<file path="config.mk">
export PLATFORM = sky130hd
export DESIGN_NAME = tiled_mm_controller_flat
export DESIGN_NICKNAME = d
export VERILOG_FILES = /design/src/rtl/tiled_mm_if.sv /design/src/rtl/tiled_mm_controller.sv /design/src/flat_wrapper.sv
export SDC_FILE = /design/constraint.sdc
export NUM_CORES = 1
export LEC_CHECK = 0
export ABC_AREA = 1
export CAP_MARGIN = 10
export CORE_MARGIN = 5
export CORE_UTILIZATION = 25
export CTS_CLUSTER_DIAMETER = 50
export DETAILED_ROUTE_END_ITERATION = 10
export PLACE_DENSITY_LB_ADDON = 0.08
export REMOVE_ABC_BUFFERS = 1
export SYNTH_ARGS = -nofsm -noshare
export SYNTH_HDL_FRONTEND = slang
export SYNTH_SLANG_ARGS = --single-unit
</file>
<file path="constraint.sdc">
create_clock -name clk_i -period 4.23 [get_ports clk_i]
set_input_delay 0.423 -clock clk_i [delete_from_list [all_inputs] [get_ports clk_i]]
set_output_delay 0.423 -clock clk_i [all_outputs]
set_load 0.03 [all_outputs]
</file>
<file path="src/rtl/tiled_mm_if.sv">
// Job/buffer bundle between a host and the tiled matrix-multiply controller.
// Member names carry the controller's view (_i into it, _o out of it).
interface tiled_mm_if #(
  parameter int ARRAY_DIM  = 8,
  parameter int ADDR_WIDTH = 16
) ();
  logic                  start_i;
  logic                  stall_i;
  logic [ADDR_WIDTH-1:0] m_i;
  logic [ADDR_WIDTH-1:0] k_i;
  logic [ADDR_WIDTH-1:0] n_i;
  logic [ADDR_WIDTH-1:0] base_addra_i;
  logic [ADDR_WIDTH-1:0] base_addrb_i;
  logic [ADDR_WIDTH-1:0] base_addrp_i;
  logic                  busy_o;
  logic                  valid_o;
  logic                  pe_clear_o;
  logic                  pe_we_o;
  logic                  bubble_o;
  logic                  ena_o;
  logic                  enb_o;
  logic [ADDR_WIDTH-1:0] addra_o;
  logic [ADDR_WIDTH-1:0] addrb_o;
  logic                  enp_o;
  logic                  wep_o;
  logic [ADDR_WIDTH-1:0] addrp_o;
  logic [ARRAY_DIM-1:0]  row_en_o;
  logic [ARRAY_DIM-1:0]  col_en_o;

  modport slave (
    input  start_i, stall_i, m_i, k_i, n_i, base_addra_i, base_addrb_i, base_addrp_i,
    output busy_o, valid_o, pe_clear_o, pe_we_o, bubble_o, ena_o, enb_o, addra_o,
           addrb_o, enp_o, wep_o, addrp_o, row_en_o, col_en_o
  );

  modport master (
    output start_i, stall_i, m_i, k_i, n_i, base_addra_i, base_addrb_i, base_addrp_i,
    input  busy_o, valid_o, pe_clear_o, pe_we_o, bubble_o, ena_o, enb_o, addra_o,
           addrb_o, enp_o, wep_o, addrp_o, row_en_o, col_en_o
  );
endinterface

</file>
<file path="src/rtl/tiled_mm_controller.sv">
// Sequences a tiled A(m x k) * B(k x n) job over an ARRAY_DIM x ARRAY_DIM systolic array:
// operand reads, drain wait and result write-back per tile, row-major over the tile grid.
module tiled_mm_controller #(
  parameter int ARRAY_DIM  = 8,
  parameter int ADDR_WIDTH = 16,
  parameter int OUTPUT_LAT = 3
) (
  input  logic      clk_i,
  input  logic      rst_i,
  tiled_mm_if.slave bus
);

  localparam int AW = ADDR_WIDTH;
  localparam logic [AW-1:0] DIM = AW'(ARRAY_DIM);
  localparam logic [AW-1:0] LAT = AW'(OUTPUT_LAT);
  localparam logic [AW-1:0] ONE = AW'(1);

  typedef enum logic [2:0] {
    S_IDLE,
    S_READ,
    S_WAIT,
    S_WRITE,
    S_DONE
  } state_e;

  state_e        state_q, state_d;
  logic [AW-1:0] cnt_q, cnt_d;
  logic [AW-1:0] rows_left_q, rows_left_d;
  logic [AW-1:0] cols_left_q, cols_left_d;
  logic [AW-1:0] abase_q, abase_d;
  logic [AW-1:0] bbase_q, bbase_d;
  logic [AW-1:0] ptr_q, ptr_d;
  logic          stall_q, stall_d;
  logic          armed_q, armed_d;
  logic [AW-1:0] k_q, k_d;
  logic [AW-1:0] n_q, n_d;
  logic [AW-1:0] base_b_q, base_b_d;

  logic [AW-1:0] tile_m, tile_n;
  logic [AW-1:0] read_len, read_last, wait_last, write_last;
  logic          last_row, last_col, active;

  function automatic logic [ARRAY_DIM-1:0] lane_mask(input logic [AW-1:0] len);
    logic [ARRAY_DIM-1:0] m;
    for (int i = 0; i < ARRAY_DIM; i++) begin
      m[i] = (AW'(i) < len);
    end
    return m;
  endfunction

  // rows_left/cols_left count what remains of m/n from the current tile onward
  assign tile_m     = (rows_left_q > DIM) ? DIM : rows_left_q;
  assign tile_n     = (cols_left_q > DIM) ? DIM : cols_left_q;
  assign last_row   = (rows_left_q <= DIM);
  assign last_col   = (cols_left_q <= DIM);
  assign read_len   = (k_q > DIM) ? k_q : DIM;
  assign read_last  = read_len - ONE;
  assign wait_last  = LAT + tile_m - AW'(2);
  assign write_last = tile_n - ONE;
  assign active     = (state_q == S_READ) || (state_q == S_WAIT) || (state_q == S_WRITE);

  // stall_q marks the displayed position as frozen: it is held and re-shown unmasked
  // on release, so a position advances only after it has been issued once.
  always_comb begin : next_state
    state_d     = state_q;
    cnt_d       = cnt_q;
    rows_left_d = rows_left_q;
    cols_left_d = cols_left_q;
    abase_d     = abase_q;
    bbase_d     = bbase_q;
    ptr_d       = ptr_q;
    k_d         = k_q;
    n_d         = n_q;
    base_b_d    = base_b_q;
    stall_d     = 1'b0;
    armed_d     = armed_q | ~bus.start_i;
    case (state_q)
      S_IDLE: begin
        if (armed_q && bus.start_i) begin
          k_d         = bus.k_i;
          n_d         = bus.n_i;
          base_b_d    = bus.base_addrb_i;
          rows_left_d = bus.m_i;
          cols_left_d = bus.n_i;
          abase_d     = bus.base_addra_i;
          bbase_d     = bus.base_addrb_i;
          ptr_d       = bus.base_addrp_i;
          cnt_d       = '0;
          if (bus.m_i == '0 || bus.k_i == '0 || bus.n_i == '0) begin
            state_d = S_DONE;
          end else begin
            state_d = S_READ;
            stall_d = bus.stall_i;
          end
        end
      end
      S_READ, S_WAIT, S_WRITE: begin
        stall_d = bus.stall_i;
        if (!stall_q) begin
          cnt_d = cnt_q + ONE;
          if (state_q == S_READ) begin
            if (cnt_q == read_last) begin
              state_d = S_WAIT;
              cnt_d   = '0;
            end
          end else if (state_q == S_WAIT) begin
            if (cnt_q == wait_last) begin
              state_d = S_WRITE;
              cnt_d   = '0;
            end
          end else begin
            ptr_d = ptr_q + ONE;
            if (cnt_q == write_last) begin
              cnt_d   = '0;
              state_d = S_READ;
              if (!last_col) begin
                cols_left_d = cols_left_q - DIM;
                bbase_d     = bbase_q + k_q;
              end else if (!last_row) begin
                rows_left_d = rows_left_q - DIM;
                abase_d     = abase_q + k_q;
                cols_left_d = n_q;
                bbase_d     = base_b_q;
              end else begin
                state_d = S_DONE;
                stall_d = 1'b0;
              end
            end
          end
        end
      end
      S_DONE: begin
        if (!bus.start_i) begin
          state_d = S_IDLE;
        end
      end
      default: state_d = S_IDLE;
    endcase
  end

  always_ff @(posedge clk_i) begin
    if (rst_i) begin
      state_q     <= S_IDLE;
      cnt_q       <= '0;
      rows_left_q <= '0;
      cols_left_q <= '0;
      abase_q     <= '0;
      bbase_q     <= '0;
      ptr_q       <= '0;
      stall_q     <= 1'b0;
      armed_q     <= 1'b0;
    end else begin
      state_q     <= state_d;
      cnt_q       <= cnt_d;
      rows_left_q <= rows_left_d;
      cols_left_q <= cols_left_d;
      abase_q     <= abase_d;
      bbase_q     <= bbase_d;
      ptr_q       <= ptr_d;
      stall_q     <= stall_d;
      armed_q     <= armed_d;
    end
  end

  always_ff @(posedge clk_i) begin
    k_q      <= k_d;
    n_q      <= n_d;
    base_b_q <= base_b_d;
  end

  logic                 busy, valid, pe_clear, pe_we, bubble, ena, enb, enp, wep;
  logic [AW-1:0]        addra, addrb, addrp;
  logic [ARRAY_DIM-1:0] row_en, col_en;

  // Addresses read as zero outside the state that uses them so idle/reset outputs are all-zero.
  always_comb begin : outputs
    busy     = active;
    valid    = (state_q == S_DONE);
    pe_clear = 1'b0;
    pe_we    = 1'b0;
    bubble   = 1'b0;
    ena      = 1'b0;
    enb      = 1'b0;
    enp      = 1'b0;
    wep      = 1'b0;
    addra    = '0;
    addrb    = '0;
    addrp    = '0;
    row_en   = '0;
    col_en   = '0;
    if (active) begin
      row_en = lane_mask(tile_m);
      col_en = lane_mask(tile_n);
    end
    if (state_q == S_READ) begin
      ena      = ~stall_q;
      enb      = ~stall_q;
      addra    = abase_q + cnt_q;
      addrb    = bbase_q + cnt_q;
      pe_clear = ~stall_q & (cnt_q == '0);
      pe_we    = ~stall_q & (cnt_q == k_q - ONE);
      bubble   = (cnt_q >= k_q);
    end
    if (state_q == S_WRITE) begin
      enp   = ~stall_q;
      wep   = ~stall_q;
      addrp = ptr_q;
    end
  end

  assign bus.busy_o     = busy;
  assign bus.valid_o    = valid;
  assign bus.pe_clear_o = pe_clear;
  assign bus.pe_we_o    = pe_we;
  assign bus.bubble_o   = bubble;
  assign bus.ena_o      = ena;
  assign bus.enb_o      = enb;
  assign bus.addra_o    = addra;
  assign bus.addrb_o    = addrb;
  assign bus.enp_o      = enp;
  assign bus.wep_o      = wep;
  assign bus.addrp_o    = addrp;
  assign bus.row_en_o   = row_en;
  assign bus.col_en_o   = col_en;

endmodule
</file>
<file path="src/flat_wrapper.sv">
// flat-port wrapper written by rule: the top's interface ports become plain ports
module tiled_mm_controller_flat 
#(
  parameter int ARRAY_DIM  = 8,
  parameter int ADDR_WIDTH = 16,
  parameter int OUTPUT_LAT = 3
)
  (clk_i, rst_i, bus_start_i, bus_stall_i, bus_m_i, bus_k_i, bus_n_i, bus_base_addra_i, bus_base_addrb_i, bus_base_addrp_i, bus_busy_o, bus_valid_o, bus_pe_clear_o, bus_pe_we_o, bus_bubble_o, bus_ena_o, bus_enb_o, bus_addra_o, bus_addrb_o, bus_enp_o, bus_wep_o, bus_addrp_o, bus_row_en_o, bus_col_en_o);
  tiled_mm_if #(.ARRAY_DIM(ARRAY_DIM), .ADDR_WIDTH(ADDR_WIDTH)) bus_i ();
  input  logic clk_i;
  input  logic rst_i;
  input wire logic [$bits(bus_i.start_i)-1:0] bus_start_i;
  input wire logic [$bits(bus_i.stall_i)-1:0] bus_stall_i;
  input wire logic [$bits(bus_i.m_i)-1:0] bus_m_i;
  input wire logic [$bits(bus_i.k_i)-1:0] bus_k_i;
  input wire logic [$bits(bus_i.n_i)-1:0] bus_n_i;
  input wire logic [$bits(bus_i.base_addra_i)-1:0] bus_base_addra_i;
  input wire logic [$bits(bus_i.base_addrb_i)-1:0] bus_base_addrb_i;
  input wire logic [$bits(bus_i.base_addrp_i)-1:0] bus_base_addrp_i;
  output wire logic [$bits(bus_i.busy_o)-1:0] bus_busy_o;
  output wire logic [$bits(bus_i.valid_o)-1:0] bus_valid_o;
  output wire logic [$bits(bus_i.pe_clear_o)-1:0] bus_pe_clear_o;
  output wire logic [$bits(bus_i.pe_we_o)-1:0] bus_pe_we_o;
  output wire logic [$bits(bus_i.bubble_o)-1:0] bus_bubble_o;
  output wire logic [$bits(bus_i.ena_o)-1:0] bus_ena_o;
  output wire logic [$bits(bus_i.enb_o)-1:0] bus_enb_o;
  output wire logic [$bits(bus_i.addra_o)-1:0] bus_addra_o;
  output wire logic [$bits(bus_i.addrb_o)-1:0] bus_addrb_o;
  output wire logic [$bits(bus_i.enp_o)-1:0] bus_enp_o;
  output wire logic [$bits(bus_i.wep_o)-1:0] bus_wep_o;
  output wire logic [$bits(bus_i.addrp_o)-1:0] bus_addrp_o;
  output wire logic [$bits(bus_i.row_en_o)-1:0] bus_row_en_o;
  output wire logic [$bits(bus_i.col_en_o)-1:0] bus_col_en_o;
  assign bus_i.start_i = bus_start_i;
  assign bus_i.stall_i = bus_stall_i;
  assign bus_i.m_i = bus_m_i;
  assign bus_i.k_i = bus_k_i;
  assign bus_i.n_i = bus_n_i;
  assign bus_i.base_addra_i = bus_base_addra_i;
  assign bus_i.base_addrb_i = bus_base_addrb_i;
  assign bus_i.base_addrp_i = bus_base_addrp_i;
  assign bus_busy_o = bus_i.busy_o;
  assign bus_valid_o = bus_i.valid_o;
  assign bus_pe_clear_o = bus_i.pe_clear_o;
  assign bus_pe_we_o = bus_i.pe_we_o;
  assign bus_bubble_o = bus_i.bubble_o;
  assign bus_ena_o = bus_i.ena_o;
  assign bus_enb_o = bus_i.enb_o;
  assign bus_addra_o = bus_i.addra_o;
  assign bus_addrb_o = bus_i.addrb_o;
  assign bus_enp_o = bus_i.enp_o;
  assign bus_wep_o = bus_i.wep_o;
  assign bus_addrp_o = bus_i.addrp_o;
  assign bus_row_en_o = bus_i.row_en_o;
  assign bus_col_en_o = bus_i.col_en_o;
  tiled_mm_controller #(.ARRAY_DIM(ARRAY_DIM), .ADDR_WIDTH(ADDR_WIDTH), .OUTPUT_LAT(OUTPUT_LAT)) u_core (.clk_i(clk_i), .rst_i(rst_i), .bus(bus_i));
endmodule
</file>
==> results of run 1 <==
[power by group]
part	switching [W]	internal (W)
Sequential	0.000309	0.00180
Combinational	0.00359	0.00178
Clock	0.000746	0.000884
Total	0.00465	0.00446
[stage by stage]
step / cell area [um^2] / hold WS [ns] / setup WS, ns / utilization / power, W
after floorplan: 12100 / 0.420 / -3.01 / - / 0.00561
final: 15700 / 0.450 / 0.307 / 0.319 / 0.00911
after global routing: 15700 / 0.467 / 0.0824 / 0.319 / 0.00993
after global placement: 15000 / 0.435 / 0.459 / 0.306 / 0.00758
after detailed placement: 15000 / 0.439 / 0.396 / 0.306 / 0.00754
after CTS: 15600 / 0.451 / 0.179 / 0.318 / 0.00924
[registers in the layout (all words and copies together), names as in the netlist]
name / cells
u_core.armed_q: 1
u_core.abase_q: 16
u_core.rows_left_q: 16
u_core.bbase_q: 16
u_core.cols_left_q: 16
u_core.stall_q: 1
u_core.k_q: 16
u_core.base_b_q: 16
u_core.n_q: 16
u_core.cnt_q: 16
u_core.ptr_q: 16
u_core.state_q: 3
[worst max-delay path, cell delays in order (launching register included)]
cell and delay (ns):
dfxtp_1 0.43, ha_1 0.27, fa_1 0.41, nand3_1 0.10
nand3_1 0.21, nand3_1 0.17, o2111ai_1 0.20, nand2_1 0.10
nand2_1 0.06, a21oi_1 0.15, o21ai_0 0.09, a21oi_1 0.15
clkdlybuf4s50_1 0.69
[cells by family (layout without fill, tap and decap cells)]
group / after synthesis / count (layout) / share of synthesized area
multiplexers: 3 / 3 / 0.00241
flip-flops: 149 / 149 / 0.277
AND/OR/NAND/NOR: 831 / 831 / 0.284
adder cells (fa/ha/maj): 94 / 94 / 0.0966
XOR/XNOR: 72 / 72 / 0.0505
AO/OA/AOI/OAI: 455 / 455 / 0.202
buffers and inverters: 265 / 443 / 0.0868
[worst max-delay path by stage]
stage / slack (ns) / endpoint
after floorplan: -3.01 / u_core.abase_q[5]
after global placement: 0.46 / u_core.cnt_q[3]
after detailed placement: 0.40 / u_core.cnt_q[4]
after CTS: 0.18 / bus_pe_we_o
after global routing: 0.08 / bus_addra_o[14]
final: 0.31 / bus_addra_o[14]
[repair_timing]
item / in CTS / in global routing
endpoints found under the setup margin: 0 / 3
resized for setup: 0 / 3
hold buffers: 0 / 0
[cell usage in the layout, fill, tap and decap left out, drive strengths merged, types with 3 or more instances in the layout]
master | netlist | layout
clkdlybuf4s50 | 0 | 169
o211ai | 5 | 5
nand2 | 410 | 410
nor3 | 33 | 33
nand3 | 114 | 114
clkinv | 0 | 8
a211oi | 18 | 18
buf | 22 | 48
o31ai | 11 | 11
nor2 | 229 | 229
o21ai | 170 | 170
o21a | 4 | 4
o21bai | 4 | 4
nor4 | 16 | 16
mux2i | 3 | 3
clkbuf | 50 | 17
a21o | 3 | 3
a21oi | 208 | 208
fa | 4 | 4
ha | 90 | 90
o221ai | 4 | 4
xnor2 | 14 | 14
edfxtp | 48 | 48
or2 | 4 | 4
nand4 | 19 | 19
dfxtp | 101 | 101
inv | 193 | 198
a221oi | 5 | 5
a31oi | 9 | 9
xor2 | 58 | 58
[area by class of cell]
| type | count | area (um^2) |
|---|---|---|
| Fill cell | 5372 | 33500 |
| Multi-Input combinational cell | 1455 | 7960 |
| Sequential cell | 149 | 3460 |
| Timing Repair Buffer | 218 | 2070 |
| Tap cell | 664 | 831 |
| Inverter | 193 | 727 |
| Clock buffer | 17 | 425 |
| Clock inverter | 15 | 174 |
[layer usage]
metal / part of all wire / wire (um) / up-vias / GRT usage
li1: - / - / 6634 / -
met1: 0.46 / 23000 / 6054 / 0.237
met2: 0.48 / 23900 / 277 / 0.307
met3: 0.041 / 2070 / 51 / 0.0334
met4: 0.025 / 1270 / 0 / 0.0628
met5: 0 / 0 / - / 0
==> results.sh, run 1 <==
export IMPL_hold_viol_final=0
export IMPL_placed_cells=2679
export IMPL_seq_area_frac_synth=0.277
export IMPL_syn_area_per_cell_um2=6.68
export IMPL_start_kind="register"
export IMPL_criticalPathCategory="reg -> out"
export IMPL_startpoint="u_core.cnt_q[0]"
export IMPL_final_max_slew_viol_count=0
export IMPL_syn_area_um2=12500
export IMPL_synth_common_cells="nand2_1, nor2_1, a21oi_1"
export IMPL_finalSetupViolations=0
export IMPL_cp_end_kind="output port"
export IMPL_antennaDiodeCount=0
export IMPL_path_clk_slew_ns=0.07
export IMPL_tns_ns=0
export IMPL_ioPinCount=173
export IMPL_fin_nets=2228
export IMPL_maxSlewHeadroom=0.423
export IMPL_hold_path_class="reg -> reg"
export IMPL_dieArea_um2=54500
export IMPL_required_ns=3.81
export IMPL_crit_fanout=5
export IMPL_synth_edf_count=48
export IMPL_routed_wirelength_um=50200
export IMPL_drive_above_1_share=0.0630
export IMPL_wl_per_cell_um=18.5
export IMPL_maxCapViolations=0
export IMPL_synthTopCellsByArea="dfxtp_1, nand2_1, edfxtp_1"
export IMPL_final_cells=2711
export IMPL_worst_ir_drop_vdd_mv=0.256
export IMPL_cts_tree="yes"
export IMPL_synth_flop_cell="dfxtp_1"
export IMPL_dr_pass1_iters=6
export IMPL_r2r_setup_slack_ns=0.55
export IMPL_r2r_cells=19
export IMPL_start_util=0.254
export IMPL_rows=81
export IMPL_synth_cell_types=56
export IMPL_cts_buffers=17
export IMPL_whs_endpoint="u_core.armed_q"
export IMPL_timing_fmax_mhz=255
export IMPL_power_leakage_nw=6.63
export IMPL_period_share=0.927
export IMPL_cp_arrival_ns=3.50
export IMPL_antenna_found_initial=1
export IMPL_ys_ff_latch=149
export IMPL_yosys_area_top_type="dfxtp_1"
export IMPL_place_congestion=0.866
export IMPL_fin_crit_ns=3.92
export IMPL_synth_top_area_frac=0.162
export IMPL_grt_pass1_wl_um=75800
export IMPL_worstHoldStart="u_core.armed_q"
export IMPL_syn_instance_count=1869
export IMPL_rr_startpoint="u_core.k_q[1]"
export IMPL_dpl_hpwl_um=38200
export IMPL_track_usage=0.183
export IMPL_die_y_um=233
export IMPL_clock_latency_ns=0.48
export IMPL_cts_setup_buffers=0
export IMPL_port_buffers=172
export IMPL_clock_root_buffer="clkbuf_16"
export IMPL_status="finished, final reports clean"
export IMPL_final_setup_skew_ns=0.00980
export IMPL_cts_sinks=149
export IMPL_drc_errors=0
export IMPL_r2r_end="u_core.cnt_q[2]"
export IMPL_grt_pass1_vias=12734
export IMPL_design_core_area_um2=49200
export IMPL_num_vias=13016
export IMPL_avgViaCountPerCell=4.80
export IMPL_grt_max_degree=53
export IMPL_drtAntennaViolNets=0
export IMPL_rsz0062_at_grt="false"
export IMPL_syn_to_final_growth_pct=25.4
export IMPL_hold_path_depth=2
export IMPL_yosysWarnings=0
export IMPL_worst_slew_pin_transition_ns=0.858
export IMPL_drtIter0Drc=872
export IMPL_ctsHtreeMaxLevel=4
export IMPL_p_per_area_nw_per_um2=582
export IMPL_grt_overflow=0
export IMPL_fp_dieW_um=233
export IMPL_async_flop_share=0
export IMPL_cts_max_path_buffers=2
export IMPL_yosysMostFrequentCell="nand2_1"
(Power assumes the default switching activity.)
==> run 2: changes to the inputs <==
Settings changed: HOLD_SLACK_MARGIN from default to 0.02.
==> results of run 2 <==
The final DEF is identical to that of run 1; final timing and power are the same.
==> run 3: changes to the inputs <==
Settings changed: CORE_UTILIZATION 25 to 45.
==> run 3 against run 2 <==
  * Cell area down 3.0%
  * Setup slack worse by 0.036 ns
  * Non-clock buffer count down 14
  * Combinational power down 3%
  * Hold slack better by 0.0020 ns
  * Clock skew up 0.0037 ns
  * Power down 2.3%
  * Count of clock-buffer cells in the layout up 2
  * Register-to-register slack worse by 0.14 ns
  * Sequential cell count unchanged
  * Sequential power about the same
==> results.sh, run 3 (synthesis results as in run 1) <==
export IMPL_startpoint="u_core.cnt_q[0]"
export IMPL_drive_above_1_share=0.0556
export IMPL_power_leakage_nw=6.58
export IMPL_finish_utilization=0.551
export IMPL_hold_viol_final=0
export IMPL_cts_buffers=17
export IMPL_cp_end_kind="output port"
export IMPL_place_congestion=0.922
export IMPL_num_vias=13159
export IMPL_rows=61
export IMPL_post_cts_resize_count=0
export IMPL_final_setup_skew_ns=0.0135
export IMPL_crit_fanout=9
export IMPL_r2r_end="u_core.cnt_q[2]"
export IMPL_timing_fmax_mhz=253
export IMPL_path_clk_slew_ns=0.07
export IMPL_cts_max_path_buffers=2
export IMPL_antennaDiodeCount=0
export IMPL_track_usage=0.266
export IMPL_dpl_hpwl_um=31200
export IMPL_slowest_stage="clkdlybuf4s50_1"
export IMPL_grt_pass1_vias=12458
export IMPL_drtAntennaViolNets=0
export IMPL_r2r_cells=19
export IMPL_criticalPathCategory="reg -> out"
export IMPL_cp_top_family="adder cells"
export IMPL_met3_length_um=2730
export IMPL_crit_path_end="bus_addra_o[14]"
export IMPL_ioPinCount=173
export IMPL_period_share=0.936
export IMPL_antenna_found_initial=0
export IMPL_port_buffers=172
export IMPL_routed_wirelength_um=42300
export IMPL_syn_to_final_growth_pct=21.7
export IMPL_dr_pass1_iters=6
export IMPL_grt_pass1_wl_um=66300
export IMPL_final_cell_mix="nand2_1, nor2_1, a21oi_1, inv_1, clkdlybuf4s50_1"
export IMPL_finalSetupViolations=0
export IMPL_start_kind="register"
export IMPL_crit_path_cell_trace="ha_1 > fa_1 > nand3_1 > nand3_1 > nand3_1 > o2111ai_1 > nand2_1 > nand2_1 > a21oi_1 > o21ai_0 > a21oi_1 > clkdlybuf4s50_1"
export IMPL_maxSlewHeadroom=0.336
export IMPL_drc_errors=0
export IMPL_fillers=2786
export IMPL_cpMostUsedCell="nand3_1"
export IMPL_maxCapViolations=0
export IMPL_fin_crit_ns=3.96
export IMPL_r2r_setup_slack_ns=0.41
export IMPL_clock_root_buffer="clkbuf_16"
export IMPL_avgViaCountPerCell=5.46
export IMPL_final_cells=2410
export IMPL_grt_max_degree=54
export IMPL_rsz0062_at_grt="false"
export IMPL_clock_latency_ns=0.44
export IMPL_rr_startpoint="u_core.k_q[1]"
export IMPL_design_core_area_um2=27600
export IMPL_placed_cells=2379
export IMPL_cp_arrival_ns=3.54
export IMPL_hold_path_class="reg -> reg"
export IMPL_top_layer="met4"
export IMPL_cp_num_buf_inv=1
export IMPL_cts_setup_buffers=0
export IMPL_cts_tree="yes"
export IMPL_start_util=0.453
export IMPL_wl_per_cell_um=17.6
export IMPL_grt_overflow=0
export IMPL_holdBufCountCts=0
export IMPL_tns_ns=0
export IMPL_max_stage_delay_ns=0.68
export IMPL_p_per_area_nw_per_um2=586
export IMPL_final_common_cell="nand2_1"
export IMPL_dieArea_um2=31200
export IMPL_path_depth=12
export IMPL_status="finished, final reports clean"
export IMPL_wl_met2_um=20200
export IMPL_die_y_um=177
export IMPL_wl_met1_um=18700
export IMPL_fp_dieW_um=177
export IMPL_worst_slew_pin_transition_ns=0.996
export IMPL_fin_nets=2214
export IMPL_worst_ir_drop_vdd_mv=0.397
export IMPL_ctsHtreeMaxLevel=4
export IMPL_required_ns=3.81
export IMPL_cts_sinks=149
export IMPL_final_max_slew_viol_count=0
export IMPL_drtIter0Drc=1006
[run 3: layout make-up]
class | count | area (um^2) | area share
multi-input combinational | 1455 | 7960 | 0.524
tap | 378 | 473 | 0.0311
sequential | 149 | 3460 | 0.228
inverter | 193 | 726 | 0.0478
timing repair buffer | 204 | 1960 | 0.129
clock inverter | 12 | 139 | 0.00914
clock buffer | 19 | 464 | 0.0306
[run 3: where the power goes]
part	leakage (nW)	switching, W	internal [W]
Sequential	1.27	0.000300	0.00180
Combinational	5.01	0.00343	0.00176
Clock	0.298	0.000686	0.000927
Total	6.58	0.00442	0.00448
[run 3: worst min path at each step]
| stage | start | to | cells after the start |
|---|---|---|---|
| 2_1_floorplan | u_core.armed_q | u_core.armed_q | 2 |
| 3_3_place_gp | u_core.armed_q | u_core.armed_q | 2 |
| 3_5_place_dp | u_core.armed_q | u_core.armed_q | 2 |
| 4_1_cts | u_core.armed_q | u_core.armed_q | 2 |
| 5_1_grt | u_core.armed_q | u_core.armed_q | 2 |
| 6_report | u_core.armed_q | u_core.armed_q | 2 |
[run 3: tightest hold or removal path, stage by stage, from the launching register on]
cell	delay, ns
dfxtp_1	0.31
inv_1	0.05
a21oi_1	0.05
[run 3: per-stage QoR]
step	worst slack (ns)	hold slack, ns	total power (W)	area [um^2]
CTS	0.0955	0.455	0.00890	15200
floorplan	-3.01	0.420	0.00561	12100
finish	0.271	0.452	0.00890	15200
global placement	0.485	0.437	0.00723	14600
detailed placement	0.412	0.446	0.00726	14600
global route	0.0622	0.491	0.00962	15200
[run 3: metal layers]
metal  global-route usage  vias to the layer above
met5                    0                        -
met4               0.0629                        0
met3               0.0469                       51
met2                0.455                      450
met1                0.351                     6039
li1                     -                     6619
